File: src/rtl/lab8_out_packer_if.sv
// Valid/ready word stream carrying packed lab8 sample words from the packer to its consumer.
interface lab8_out_packer_if #(
  parameter int W = 8
);
  logic [W-1:0] data;
  logic         valid;
  logic         ready;

  modport master (output data, output valid, input ready);
  modport slave  (input data, input valid, output ready);
endinterface

File: src/rtl/lab8_out_packer.sv
// Samples lab8 OUT_Y/OUT_Z on rising edges of its divided clock, packs SAMPLES pairs per word,
// and queues finished words in a first-word-fall-through FIFO with a sticky drop flag.
module lab8_out_packer #(
  parameter int SAMPLES = 4,
  parameter int DEPTH   = 4
) (
  input  logic                     clk,
  input  logic                     rst,
  input  logic                     div_clk_in,
  input  logic                     y_in,
  input  logic                     z_in,
  input  logic                     enable,
  input  logic                     clr_overflow,
  lab8_out_packer_if.master        out_if,
  output logic [$clog2(DEPTH):0]   fifo_level,
  output logic                     overflow
);

  localparam int W  = 2 * SAMPLES;
  localparam int CW = (SAMPLES > 1) ? $clog2(SAMPLES) : 1;
  localparam int AW = (DEPTH > 1) ? $clog2(DEPTH) : 1;
  localparam int LW = AW + 1;

  localparam logic [CW-1:0] CNT_LAST = CW'(SAMPLES - 1);
  localparam logic [CW-1:0] CNT_ONE  = CW'(1);
  localparam logic [AW-1:0] PTR_ONE  = AW'(1);
  localparam logic [LW-1:0] LVL_ONE  = LW'(1);
  localparam logic [LW-1:0] LVL_FULL = LW'(DEPTH);

  logic          div_q, div_d;
  logic [CW-1:0] cnt_q, cnt_d;
  logic [W-1:0]  word_q, word_d;
  logic [AW-1:0] wr_ptr_q, wr_ptr_d;
  logic [AW-1:0] rd_ptr_q, rd_ptr_d;
  logic [LW-1:0] level_q, level_d;
  logic          ovf_q, ovf_d;
  logic [W-1:0]  mem_q [DEPTH];
  logic [W-1:0]  mem_d [DEPTH];

  logic          rise_s;
  logic          sample_s;
  logic          complete_s;
  logic          pop_s;
  logic          push_s;
  logic          drop_s;
  logic [W-1:0]  full_word_s;

  // Edge detection and the partial word with the current pair merged in.
  always_comb begin
    rise_s      = div_clk_in & ~div_q;
    sample_s    = rise_s & enable;
    full_word_s = word_q;
    for (int k = 0; k < SAMPLES; k++) begin
      if (cnt_q == CW'(k)) begin
        full_word_s[2*k +: 2] = {y_in, z_in};
      end else begin
        full_word_s[2*k +: 2] = word_q[2*k +: 2];
      end
    end
    complete_s = sample_s & (cnt_q == CNT_LAST);
  end

  // Handshake decode; a pop frees a slot in the same cycle, so push-at-full still succeeds.
  always_comb begin
    pop_s  = (level_q != '0) & out_if.ready;
    push_s = complete_s & ((level_q != LVL_FULL) | pop_s);
    drop_s = complete_s & ~push_s;
  end

  // Sample counter and partial word; held whenever no qualified edge arrives.
  always_comb begin
    div_d = div_clk_in;
    if (complete_s) begin
      cnt_d  = '0;
      word_d = '0;
    end else if (sample_s) begin
      cnt_d  = cnt_q + CNT_ONE;
      word_d = full_word_s;
    end else begin
      cnt_d  = cnt_q;
      word_d = word_q;
    end
  end

  // FIFO storage, pointers, level and sticky overflow (set beats clear).
  always_comb begin
    for (int i = 0; i < DEPTH; i++) begin
      mem_d[i] = mem_q[i];
    end
    if (push_s) begin
      mem_d[wr_ptr_q] = full_word_s;
      wr_ptr_d        = wr_ptr_q + PTR_ONE;
    end else begin
      wr_ptr_d        = wr_ptr_q;
    end
    if (pop_s) begin
      rd_ptr_d = rd_ptr_q + PTR_ONE;
    end else begin
      rd_ptr_d = rd_ptr_q;
    end
    case ({push_s, pop_s})
      2'b10:   level_d = level_q + LVL_ONE;
      2'b01:   level_d = level_q - LVL_ONE;
      default: level_d = level_q;
    endcase
    if (drop_s) begin
      ovf_d = 1'b1;
    end else if (clr_overflow) begin
      ovf_d = 1'b0;
    end else begin
      ovf_d = ovf_q;
    end
  end

  // State registers; reset clears storage too so the head word reads 0.
  always_ff @(posedge clk or posedge rst) begin
    if (rst) begin
      div_q    <= 1'b0;
      cnt_q    <= '0;
      word_q   <= '0;
      wr_ptr_q <= '0;
      rd_ptr_q <= '0;
      level_q  <= '0;
      ovf_q    <= 1'b0;
      for (int i = 0; i < DEPTH; i++) begin
        mem_q[i] <= '0;
      end
    end else begin
      div_q    <= div_d;
      cnt_q    <= cnt_d;
      word_q   <= word_d;
      wr_ptr_q <= wr_ptr_d;
      rd_ptr_q <= rd_ptr_d;
      level_q  <= level_d;
      ovf_q    <= ovf_d;
      for (int i = 0; i < DEPTH; i++) begin
        mem_q[i] <= mem_d[i];
      end
    end
  end

  assign out_if.data  = mem_q[rd_ptr_q];
  assign out_if.valid = (level_q != '0);
  assign fifo_level   = level_q;
  assign overflow     = ovf_q;

endmodule

File: src/flat_wrapper.sv
// flat-port wrapper written by rule: the top's interface ports become plain ports
module lab8_out_packer_flat 
#(
  parameter int SAMPLES = 4,
  parameter int DEPTH   = 4
)
  (clk, rst, div_clk_in, y_in, z_in, enable, clr_overflow, fifo_level, overflow, out_if_data, out_if_valid, out_if_ready);
  lab8_out_packer_if out_if_i ();
  input  logic clk;
  input  logic rst;
  input  logic div_clk_in;
  input  logic y_in;
  input  logic z_in;
  input  logic enable;
  input  logic clr_overflow;
  output logic [$clog2(DEPTH):0] fifo_level;
  output logic overflow;
  output wire logic [$bits(out_if_i.data)-1:0] out_if_data;
  output wire logic [$bits(out_if_i.valid)-1:0] out_if_valid;
  input wire logic [$bits(out_if_i.ready)-1:0] out_if_ready;
  assign out_if_data = out_if_i.data;
  assign out_if_valid = out_if_i.valid;
  assign out_if_i.ready = out_if_ready;
  lab8_out_packer #(.SAMPLES(SAMPLES), .DEPTH(DEPTH)) u_core (.clk(clk), .rst(rst), .div_clk_in(div_clk_in), .y_in(y_in), .z_in(z_in), .enable(enable), .clr_overflow(clr_overflow), .out_if(out_if_i), .fifo_level(fifo_level), .overflow(overflow));
endmodule
File: config.mk
export PLATFORM = sky130hd
export DESIGN_NAME = lab8_out_packer_flat
export DESIGN_NICKNAME = d
export VERILOG_FILES = /design/src/rtl/lab8_out_packer_if.sv /design/src/rtl/lab8_out_packer.sv /design/src/flat_wrapper.sv
export SDC_FILE = /design/constraint.sdc
export NUM_CORES = 1
export LEC_CHECK = 0
export ABC_CLOCK_PERIOD_IN_PS = 2200
export BUFFER_PORTS_ARGS = -buffer_cell sky130_fd_sc_hd__buf_2
export CORE_ASPECT_RATIO = 0.8
export CORE_MARGIN = 4
export CORE_UTILIZATION = 35
export DETAILED_ROUTE_END_ITERATION = 10
export PLACE_DENSITY = 0.6
export SLEW_MARGIN = 20
export SYNTH_ARGS = -nofsm -noshare
export SYNTH_HDL_FRONTEND = slang
export SYNTH_SLANG_ARGS = --single-unit
File: constraint.sdc
create_clock -name clk -period 2.2 [get_ports clk]
set_input_delay 0.33 -clock clk [delete_from_list [all_inputs] [get_ports clk]]
set_output_delay 0.33 -clock clk [all_outputs]
set_load 0.05 [all_outputs]
==> After elaboration in Yosys (flattened, before gate mapping) <==
Cells that the tools add are included.
{ "totals": {"register_bits": 51, "input_bits": 8, "out_inout_bits": 13, "elab_cells": 59} }
{ "op_classes": {"n_addsub": 5, "n_lt_le_gt_ge": 3, "n_eq_ne": 6, "muxes": 17, "bitwise_logic": 11, "reduce_logical": 6} }
{ "ops": {"columns": ["operator", "count"], "rows": [
  ["two-way mux 8 bit", 5],
  ["bitwise mux 32 bit", 1],
  ["binary-select mux 8 bit (select 2 bit)", 1],
  ["demux 8 bit (select 2 bit)", 1],
  ["two-way mux 2 bit", 6],
  ["adder 2 x 1 -> 2 bit, second input constant", 3],
  ["AND 1 bit", 6],
  ["== test 2 bit, second input constant", 3],
  [">= comparator 3 bit, second input constant", 2],
  ["inverter 2 -> 3 bit", 2],
  ["case mux 3 bit (2 select lines)", 1],
  ["nonzero test 2 bit", 3],
  ["== test 2 x 1 -> 1 bit, second input constant", 2],
  ["adder 3 x 1 -> 3 bit, second input constant", 1],
  ["< comparator 3 x 1 -> 1 bit, second input constant", 1],
  ["inequality test 3 bit, second input constant", 1],
  ["nonzero test 3 bit", 1],
  ["subtractor 3 x 1 -> 3 bit, second input constant", 1],
  ["zero test 2 bit", 1],
  ["two-way mux 1 bit", 2],
  ["inverter 1 bit", 2],
  ["logical AND 1 bit", 1],
  ["OR 1 bit", 1]
]} }

==> Longest topological paths before layout <==
Gate-level depths: netlist (run 1).
{ "depth": {"word_depth": 8, "mapped_depth": 12, "ltp_nobuf": 10} }

==> Least setup slack after synthesis (run 1) <==
OpenSTA, ideal clock, no wires.
{ "synth_path": {"kind": "reg2reg", "start": "reg u_core.level_q[0] (netlist: u_core.fifo_level[0])", "end": "reg u_core.level_q[2] (netlist: u_core.fifo_level[2])", "setup_ns": 0.082, "t_arrival_ns": 2.517, "path_slack_ns": -0.399, "stages_incl_launch_ff": 11, "n_path_buf": 1, "cell_sequence": "dfrtp_1 or4b_1 buf_6 and2_1 inv_1 ha_1 inv_1 fa_1 xor2_1 nor2_1 xor2_1"} }
{ "synth_via": {"elab_chain_cells": 6, "word_cells_on_any_way": 11, "cone_classes": "add/sub: 2; eq/ne: 3; mux: 1; bitwise: 3; reduce/logical: 2"} }
{ "synth_rtl": {"columns": ["element", "line_no", "rtl"], "rows": [
  ["from (decl)", "lab8_out_packer.sv:35", "logic [LW-1:0] level_q, level_d;"],
  ["from (signal assigned)", "lab8_out_packer.sv:134", "level_q <= level_d;"],
  ["nonzero test 3 bit", "lab8_out_packer.sv:65", "pop_s = (level_q != '0) & out_if.ready;"],
  ["AND 1 bit", "lab8_out_packer.sv:65", null],
  ["OR 1 bit", "lab8_out_packer.sv:66", "push_s = complete_s & ((level_q != LVL_FULL) | pop_s);"],
  ["AND 1 bit", "lab8_out_packer.sv:66", null],
  ["== test 2 x 1 -> 1 bit or == test 2 bit (tied branches)", "lab8_out_packer.sv:101", "case ({push_s, pop_s})"],
  ["case mux 3 bit (2 select lines) or nonzero test 2 bit (tied branches)", null, null]
]} }
Parallel ways exist; a longest one is shown, timed or not.
A chain may end at the register's enable or synchronous reset.

==> Final worst setup path (run 1) <==
{ "layout_path": {"start": "reg u_core.level_q[1] (netlist: u_core.fifo_level[1])", "end": "reg u_core.level_q[2] (netlist: u_core.fifo_level[2])"} }
The elaborated chain is that of the path after synthesis.

==> impl_metrics.py, run 1 <==
metrics = {
    "die": {
        "fp-row-count": 26,
        "pin_count": 21,
        "die-area_mm2": 0.00841,
        "coreArea_mm2": 0.00660,
        "die_w_um": 102,
        "start_util_pct": 37.1,
        "chipHeight_um": 82.8,
    },
    "yosys": {
        "synth_top_area_share_pct": 52.1,
        "ys.flop_type": "dfrtp_1",
        "synth_most_common_cell": "dfrtp_1",
        "syn-num-nets": 189,
        "synth_area_mm2": 0.00245,
        "postSynthCellCount": 171,
        "synth_async_sr_flop_share_pct": 100,
        "ys_warn_count": 0,
        "synthTopCellsByCount": "dfrtp_1, mux2_2, inv_1",
        "ys_seq_area_share_pct": 52.1,
        "ys_types": 31,
        "yosys-top-cells-area": "dfrtp_1, mux2_2, mux4_2, ha_1, nand3_4",
        "syn_area_per_cell_um2": 14.3,
        "ys_ff_latch": 51,
        "synth_edf_count": 0,
        "yosysTopAreaCell": "dfrtp_1",
    },
    "cells_and_area": {
        "nNetsFinal": 220,
        "drive_above_1_share_pct": 47.3,
        "nFillCells": 598,
        "final_core_util_pct": 43.2,
        "antenna-diode-count": 0,
        "area_delta_synth_final_pct": 16.5,
    },
    "placement": {
        "place.gp.congestion": 0.732,
        "hpwl_um": 3210,
        "io_buffers": 20,
    },
    "route": {
        "drc": 0,
        "route.vias.total": 1364,
        "finalWirelength_um": 4650,
        "wl_per_cell_um": 16.2,
        "ant_nets": 0,
        "vias_per_cell": 4.75,
        "dr.pass1.iters": 4,
        "drt_iter0_drc": 44,
    },
    "global_routing": {
        "grt_max_degree": 29,
        "grt_pass1_wl_um": 7730,
        "grt-ovfl-total": 0,
        "antenna_found_initial": 0,
        "track_usage_pct": 12.0,
        "grt_pass1_vias": 1426,
    },
    "timing": {
        "finalCritPeriodShare_pct": 97.6,
        "tightest_slew_ns": 0.544,
        "max-slew-margin-rel_pct": 63.7,
        "min_period_ns": 2.15,
        "max_freq_mhz": 466,
        "hold_violations": 0,
        "clock_skew_ns": 0.0109,
        "whs_ns": 0.0536,
        "rsz0062_at_grt": "yes",
        "finalSetupViolations": 0,
        "maxSlewViolCount": 0,
    },
    "clocking": {
        "post_cts_buffers": 0,
        "ctsResizeCount": 0,
        "clk_latency_ns": 0.31,
        "numCtsBuffers": 5,
        "root_buffer": "clkbuf_8",
        "h-tree-depth": 2,
        "cts.sink_count": 51,
        "path_clk_slew_ns": 0.10,
        "cts_buffer_depth": 2,
        "cts_tree": "done",
        "hold_buffers": 0,
    },
    "power_and_ir_drop": {
        "ir_drop_mv": 0.550,
        "p_clk_share_pct": 19.2,
        "netSwitchingFraction_pct": 37.6,
        "seqPwrFrac_pct": 40.4,
        "pwr-share-comb_pct": 40.5,
        "cellLeakagePower_nw": 1.39,
        "switchingPower_mw": 1.30,
        "internal_power_mw": 2.16,
        "power_density_mw_per_mm2": 1210,
    },
    "critical_path": {
        "crit_type": "register to register",
        "critPathArrivalTime_ns": 2.38,
        "endpoint_kind": "register",
        "crit_fanout": 2,
        "cp-start-kind": "register",
        "rrSetupSlack_ns": 0.05,
        "worstPathRequired_ns": 2.44,
    },
    "worst_hold_path": {
        "hold_path_class": "input port to async pin",
    },
    "flow_run": {
        "cap_violations": 0,
    },
    "status": {
        "outcome": "finished clean",
    },
}
[through the flow]
stage	power, mW	worst slack (ns)	cell area (µm²)	setup TNS [ns]	cells
5_1_grt	3.70	-0.0233	2860	-0.0233	287
4_1_cts	3.49	0.00999	2850	0	287
2_1_floorplan	2.44	-0.197	2470	-0.266	171
3_5_place_dp	2.83	-0.0413	2740	-0.0413	279
3_3_place_gp	2.80	0.00724	2740	0	279
6_report	3.47	0.0539	2860	0	287
[state kept, by name (all words and copies together), names as in the netlist]
register / cells
u_core.fifo_level: 3
u_core.word_q: 8
u_core.div_q: 1
u_core.wr_ptr_q: 2
u_core.overflow: 1
u_core.rd_ptr_q: 2
u_core.cnt_q: 2
u_core.mem_q: 32
[placed cells by master, fill, tap and decap left out, drive strengths merged, types with 3 or more instances in the layout]
master and n:
nand2 7, xor2 3, inv 11, mux4 8
mux2 41, clkbuf 6, nand2b 7, dfrtp 51
xnor2 3, buf 30, nand3 5, ha 9
o21ai 8
[critical path, stage by stage (launching register included)]
cell and delay, ns:
dfrtp_2 0.42, or4b_4 0.52, and2_4 0.16, inv_2 0.06, ha_4 0.14, inv_2 0.04
fa_2 0.34, xor2_1 0.14, nor2_1 0.12, xor2_1 0.14
[final timing paths]
| check | from | endpoint | cells past startpoint |
|---|---|---|---|
| max in group asynchronous | rst | u_core.fifo_level[2] | 3 |
| max reg2reg | u_core.fifo_level[1] | u_core.fifo_level[2] | 9 |
| min reg2reg | u_core.word_q[2] | u_core.word_q[2] | 2 |
| min in group clk | div_clk_in | u_core.div_q | 1 |
| max | u_core.fifo_level[1] | u_core.fifo_level[2] | 9 |
| min | rst | u_core.mem_q[22] | 2 |
[per-layer routing]
| metal | GRT usage, % | vias up | wire length [µm] |
|---|---|---|---|
| met4 | 3.62 | 0 | 48 |
| met1 | 19.1 | 678 | 2550 |
| met3 | 3.43 | 5 | 152 |
| met2 | 15.6 | 17 | 1890 |
| met5 | 0 | - | 0 |
| li1 | - | 664 | - |
[cell type report]
cell class | count | area, µm² | area share (%)
Timing Repair Buffer | 30 | 200 | 7.01
Multi-Input combinational cell | 104 | 1120 | 39.3
Sequential cell | 51 | 1280 | 44.8
Tap cell | 84 | 105 | 3.68
Clock inverter | 2 | 38.8 | 1.36
Clock buffer | 6 | 72.6 | 2.54
Inverter | 10 | 37.5 | 1.31
[logic make-up after synthesis]
family | share of synthesized area (%)
xor+xnor | 2.15
mux | 26.6
fa+ha+maj | 5.41
buf+inv | 3.01
simple gates | 8.43
compound gates | 2.30
flops | 52.1
[power by group through the flow]
stage	clock network [mW]	registers [mW]	logic [mW]
after floorplan	0	1.44	0.997
after global placement	0	1.41	1.39
after detailed placement	0	1.42	1.41
after CTS	0.678	1.40	1.42
after global routing	0.725	1.44	1.54
final	0.664	1.40	1.40
No activity file was read; power rests on OpenSTA's default activity.
==> run 2, diff against run 1 <==
- CORE_UTILIZATION: 35 -> 50
- PLACE_DENSITY: 0.6 -> 0.78
==> run 2 against run 1 <==
Effect of this change:
- first-iteration DRC count grew 57%
- clock-buffer cell count up 1
- die area shrank 28%
- combinational power barely moved
- via count increased by 5.6%
- critical path type unchanged
- critical path depth is the same
- total power decreased by 2.1%
- sequential power is essentially flat
- sequential share of layout area up 0.78 points
==> impl_metrics.py, run 2 (synthesis gave the netlist of run 1 again) <==
metrics = {
    "cells_and_area": {
        "regArea_mm2": 0.00128,
        "multiInputGateArea_mm2": 0.00112,
        "fin_cells": 265,
        "drive_above_1_share_pct": 48.8,
        "final_common_cell": "dfrtp_1",
        "nFillCells": 362,
        "final_core_util_pct": 60.4,
        "antenna-diode-count": 0,
        "final_cell_mix": "dfrtp_1, mux2_2, buf_2, buf_4",
        "area_delta_synth_final_pct": 14.7,
        "largest-register": "u_core.mem_q",
        "nNetsFinal": 222,
        "largest_register_ffs": 32,
    },
    "die": {
        "die_w_um": 86.3,
        "pin_count": 21,
        "chipHeight_um": 70.6,
        "die-area_mm2": 0.00609,
        "start_util_pct": 52.7,
        "fp-row-count": 22,
        "coreArea_mm2": 0.00465,
    },
    "timing": {
        "min_period_ns": 2.15,
        "rsz0062_at_grt": "yes",
        "whs_ns": 0.165,
        "max_freq_mhz": 465,
        "clock_skew_ns": 0.00710,
        "maxSlewViolCount": 0,
        "hold_violations": 0,
        "tightest_slew_ns": 0.630,
        "finalCritPeriodShare_pct": 97.7,
        "max-slew-margin-rel_pct": 58.0,
        "finalSetupViolations": 0,
    },
    "critical_path": {
        "cp_top_family": "simple AND/OR/NAND/NOR gates",
        "critPathArrivalTime_ns": 2.37,
        "cpMaxStageDelayCell": "or4b_4",
        "cpPeakStageDelay_ns": 0.52,
        "cp_num_buf_inv": 2,
        "crit_type": "register to register",
        "crit_fanout": 2,
        "cp-start-kind": "register",
        "endpoint_kind": "register",
        "crit_chain": "or4b_4 > and2_4 > inv_2 > ha_4 > inv_2 > fa_2 > xor2_1 > nor2_1 > xor2_1",
        "worstPathRequired_ns": 2.42,
    },
    "power_and_ir_drop": {
        "total_power_mw": 3.39,
        "ir_drop_mv": 0.550,
        "power_density_mw_per_mm2": 1210,
        "cellLeakagePower_nw": 1.38,
    },
    "clocking": {
        "h-tree-depth": 2,
        "numCtsBuffers": 5,
        "cts_tree": "done",
        "root_buffer": "clkbuf_8",
        "cts.sink_count": 51,
        "clk_latency_ns": 0.30,
        "hold_buffers": 0,
        "cts_buffer_depth": 2,
        "path_clk_slew_ns": 0.09,
    },
    "worst_hold_path": {
        "hold_path_class": "input port to register",
    },
    "status": {
        "outcome": "finished clean",
    },
    "global_routing": {
        "grt_max_degree": 52,
        "grt_pass1_wl_um": 8140,
        "track_usage_pct": 17.5,
        "grt-ovfl-total": 0,
        "antenna_found_initial": 0,
        "grt_pass1_vias": 1616,
    },
    "route": {
        "wl_per_cell_um": 18.1,
        "ant_nets": 0,
        "finalWirelength_um": 4810,
        "dr.pass1.iters": 4,
        "drt_iter0_drc": 69,
        "route.vias.total": 1440,
        "vias_per_cell": 5.43,
        "drc": 0,
    },
    "placement": {
        "place_inst": 253,
        "io_buffers": 20,
        "place.gp.congestion": 0.703,
        "hpwl_um": 3480,
    },
    "flow_run": {
        "cap_violations": 0,
    },
}
## run 2: report_power, final
part	leakage [nW]	switching, mW	internal [mW]
clock	0.0505	0.296	0.286
sequential	0.676	0.190	1.20
combinational	0.655	0.819	0.598
total	1.38	1.31	2.09
## run 2: path summary, 6_finish.rpt
path,start,to,slack [ns],cells past startpoint
min in group asynchronous,rst,u_core.word_q[0],0.18,3
max in group asynchronous,rst,u_core.fifo_level[2],1.56,3
worst min-delay path,div_clk_in,u_core.div_q,0.17,1
worst min register to register,u_core.word_q[2],u_core.word_q[2],0.49,2
worst max-delay path,u_core.fifo_level[0],u_core.fifo_level[2],0.05,9
worst max register to register,u_core.fifo_level[0],u_core.fifo_level[2],0.05,9
## run 2: what timing repair did
action,in CTS,in global routing
buffers inserted,1,3
setup endpoints to repair,1,1
gates cloned,0,0
pin swaps,1,4
gates resized for setup,1,1
## run 2: per-layer routing
layer | vias to the layer above | part of all wire (%) | GRT usage (%)
li1 | 669 | - | -
met1 | 744 | 43 | 22.6
met2 | 22 | 53 | 29.9
met3 | 5 | 3.6 | 4.54
met4 | 0 | 0.52 | 3.46
met5 | - | 0 | 0
## run 2: final cells by class
| class | count | area share, % |
|---|---|---|
| inverters | 10 | 1.34 |
| well taps | 60 | 2.67 |
| clock buffers | 7 | 3.43 |
| flip-flops and latches | 51 | 45.6 |
| clock inverters | 1 | 0.267 |
| repair buffers | 32 | 6.77 |
| multi-input cells | 104 | 39.9 |
## run 2: through the flow
| step | area [µm²] | TNS (ns) | setup WS (ns) |
|---|---|---|---|
| 3_5_place_dp | 2670 | -0.0638 | -0.0638 |
| 5_1_grt | 2810 | -0.0278 | -0.0278 |
| 6_report | 2810 | 0 | 0.0514 |
| 3_3_place_gp | 2670 | 0 | 0.0256 |
| 4_1_cts | 2790 | 0 | 0.0142 |
| 2_1_floorplan | 2470 | -0.266 | -0.197 |
## run 2: worst reg2reg max path: stages (launching register included)
cell and delay, ns:
dfrtp_2 0.41, or4b_4 0.52, and2_4 0.16, inv_2 0.06
ha_4 0.13, inv_2 0.04, fa_2 0.32, xor2_1 0.15
nor2_1 0.12, xor2_1 0.15
==> run 3, diff against run 2 <==
- BUFFER_PORTS_ARGS: -buffer_cell sky130_fd_sc_hd__buf_2 -> default
- DONT_BUFFER_PORTS: default -> 1
- PLACE_DENSITY: 0.78 -> 0.75
==> run 3 against run 2 <==
Effect of this change:
- the run now ends with negative hold slack left
- final cell count fell by 8.7%
- non-clock buffer count is 23 lower
- sequential power barely moved
- clock skew rose by 0.0029 ns
- highest routed layer unchanged
==> impl_metrics.py, run 3 (synthesis gave the netlist of run 1 again) <==
metrics = {
    "cells_and_area": {
        "drive_above_1_share_pct": 41.8,
        "nNetsFinal": 199,
        "final_common_cell": "dfrtp_1",
        "largest-register": "u_core.mem_q",
        "area_delta_synth_final_pct": 10.4,
        "fin_cells": 242,
        "largest_register_ffs": 32,
        "final_cell_mix": "dfrtp_1, mux2_2, buf_4, mux4_2, ha_1",
        "antenna-diode-count": 0,
    },
    "global_routing": {
        "track_usage_pct": 16.4,
        "grt_pass1_vias": 1498,
        "antenna_found_initial": 0,
        "grt-ovfl-total": 0,
        "grt_pass1_wl_um": 7620,
        "grt_max_degree": 34,
    },
    "die": {
        "start_util_pct": 52.7,
        "fp-row-count": 22,
        "die-area_mm2": 0.00609,
        "die_w_um": 86.3,
        "chipHeight_um": 70.6,
        "pin_count": 21,
        "coreArea_mm2": 0.00465,
    },
    "timing": {
        "tightest_slew_ns": 0.673,
        "finalCritPeriodShare_pct": 96.5,
        "finalSetupViolations": 0,
        "min_period_ns": 2.12,
        "max_freq_mhz": 471,
        "rsz0062_at_grt": "yes",
        "max-slew-margin-rel_pct": 55.1,
        "hold_violations": 2,
        "whs_ns": -0.00159,
        "setup_ws_ns": 0.0767,
        "maxSlewViolCount": 0,
        "clock_skew_ns": 0.00999,
    },
    "power_and_ir_drop": {
        "internal_power_mw": 2.11,
        "p_clk_share_pct": 20.0,
        "seqPwrFrac_pct": 40.9,
        "ir_drop_mv": 0.646,
        "pwr-share-comb_pct": 39.1,
        "power_density_mw_per_mm2": 1250,
        "netSwitchingFraction_pct": 37.5,
        "switchingPower_mw": 1.27,
        "cellLeakagePower_nw": 1.29,
    },
    "route": {
        "vias_per_cell": 5.50,
        "drc": 0,
        "dr.pass1.iters": 4,
        "ant_nets": 0,
        "route.vias.total": 1332,
        "finalWirelength_um": 4390,
        "wl_per_cell_um": 18.1,
        "drt_iter0_drc": 43,
    },
    "placement": {
        "place.gp.congestion": 0.722,
        "place_inst": 233,
        "hpwl_um": 3230,
        "io_buffers": 0,
        "place_ws_ns": 0.0181,
    },
    "critical_path": {
        "endpoint_kind": "register",
        "cp_top_family": "simple AND/OR/NAND/NOR gates",
        "cp_num_buf_inv": 2,
        "critPathArrivalTime_ns": 2.35,
        "crit_chain": "or4b_4 > and2_4 > inv_4 > ha_4 > inv_2 > fa_2 > xor2_1 > nor2_1 > xor2_1",
        "cp-start-kind": "register",
        "crit_type": "register to register",
        "worstPathRequired_ns": 2.43,
        "crit_fanout": 3,
        "crit_top_cell": "xor2_1",
        "cpMaxStageDelayCell": "or4b_4",
        "cpPeakStageDelay_ns": 0.54,
    },
    "clocking": {
        "h-tree-depth": 2,
        "root_buffer": "clkbuf_8",
        "numCtsBuffers": 5,
        "cts.sink_count": 51,
        "hold_buffers": 0,
        "path_clk_slew_ns": 0.09,
        "clk_latency_ns": 0.30,
        "cts_tree": "done",
        "cts_buffer_depth": 2,
    },
    "status": {
        "outcome": "finished with violations",
        "failed_checks": "negative hold slack",
    },
    "flow_run": {
        "cap_violations": 0,
    },
    "worst_hold_path": {
        "hold_path_class": "input port to async pin",
    },
}
[run 3: path summary, 6_finish.rpt]
check                                          start              endpoint  slack (ns)  depth (start not counted)
max in group asynchronous                        rst       u_core.mem_q[8]        1.50                          2
min in group clk                          div_clk_in          u_core.div_q        0.05                          0
worst min register to register      u_core.word_q[4]      u_core.word_q[4]        0.49                          2
worst max register to register  u_core.fifo_level[1]  u_core.fifo_level[2]        0.08                          9
worst max-delay path            u_core.fifo_level[1]  u_core.fifo_level[2]        0.08                          9
worst min-delay path                             rst      u_core.word_q[1]      -0.002                          1
[run 3: metal layers]
layer,wire length [µm],share of wire (%),up-vias,global-route usage [%]
li1,-,-,620,-
met1,1900,43,677,20.8
met2,2190,50,22,27.0
met3,188,4.3,13,4.42
met4,108,2.5,0,6.06
met5,0,0,-,0
[run 3: worst register-to-register path: stages, from the launching register on]
cell,delay (ns)
dfrtp_2,0.41
or4b_4,0.54
and2_4,0.17
inv_4,0.06
ha_4,0.13
inv_2,0.03
fa_2,0.32
xor2_1,0.14
nor2_1,0.11
xor2_1,0.15
[run 3: power by group through the flow]
stage               clock (mW)  sequential (mW)  combinational, mW
finish                   0.676             1.39               1.32
global route             0.742             1.42               1.44
CTS                      0.701             1.38               1.33
detailed placement           0             1.41               1.33
global placement             0             1.37               1.27
floorplan                    0             1.44              0.997
[run 3: stage by stage]
step	power [mW]	instance area (µm²)	util [%]	setup TNS, ns
final	3.39	2710	58.1	0
after detailed placement	2.73	2570	55.2	0
after global placement	2.65	2570	55.2	0
after floorplan	2.44	2470	-	-0.266
after global routing	3.61	2710	58.1	-0.00522
after CTS	3.42	2690	57.9	0
[run 3: layout make-up]
cell class | instances | area [µm²]
Inverter | 10 | 40.0
Sequential cell | 51 | 1280
Fill cell | 349 | 1950
Clock buffer | 6 | 82.6
Tap cell | 60 | 75.1
Clock inverter | 2 | 38.8
Multi-Input combinational cell | 104 | 1120
Timing Repair Buffer | 9 | 67.6
[run 3: repair_timing]
action	CTS	global route
resized for setup	0	2
setup endpoints to repair	0	1
setup buffers	0	1
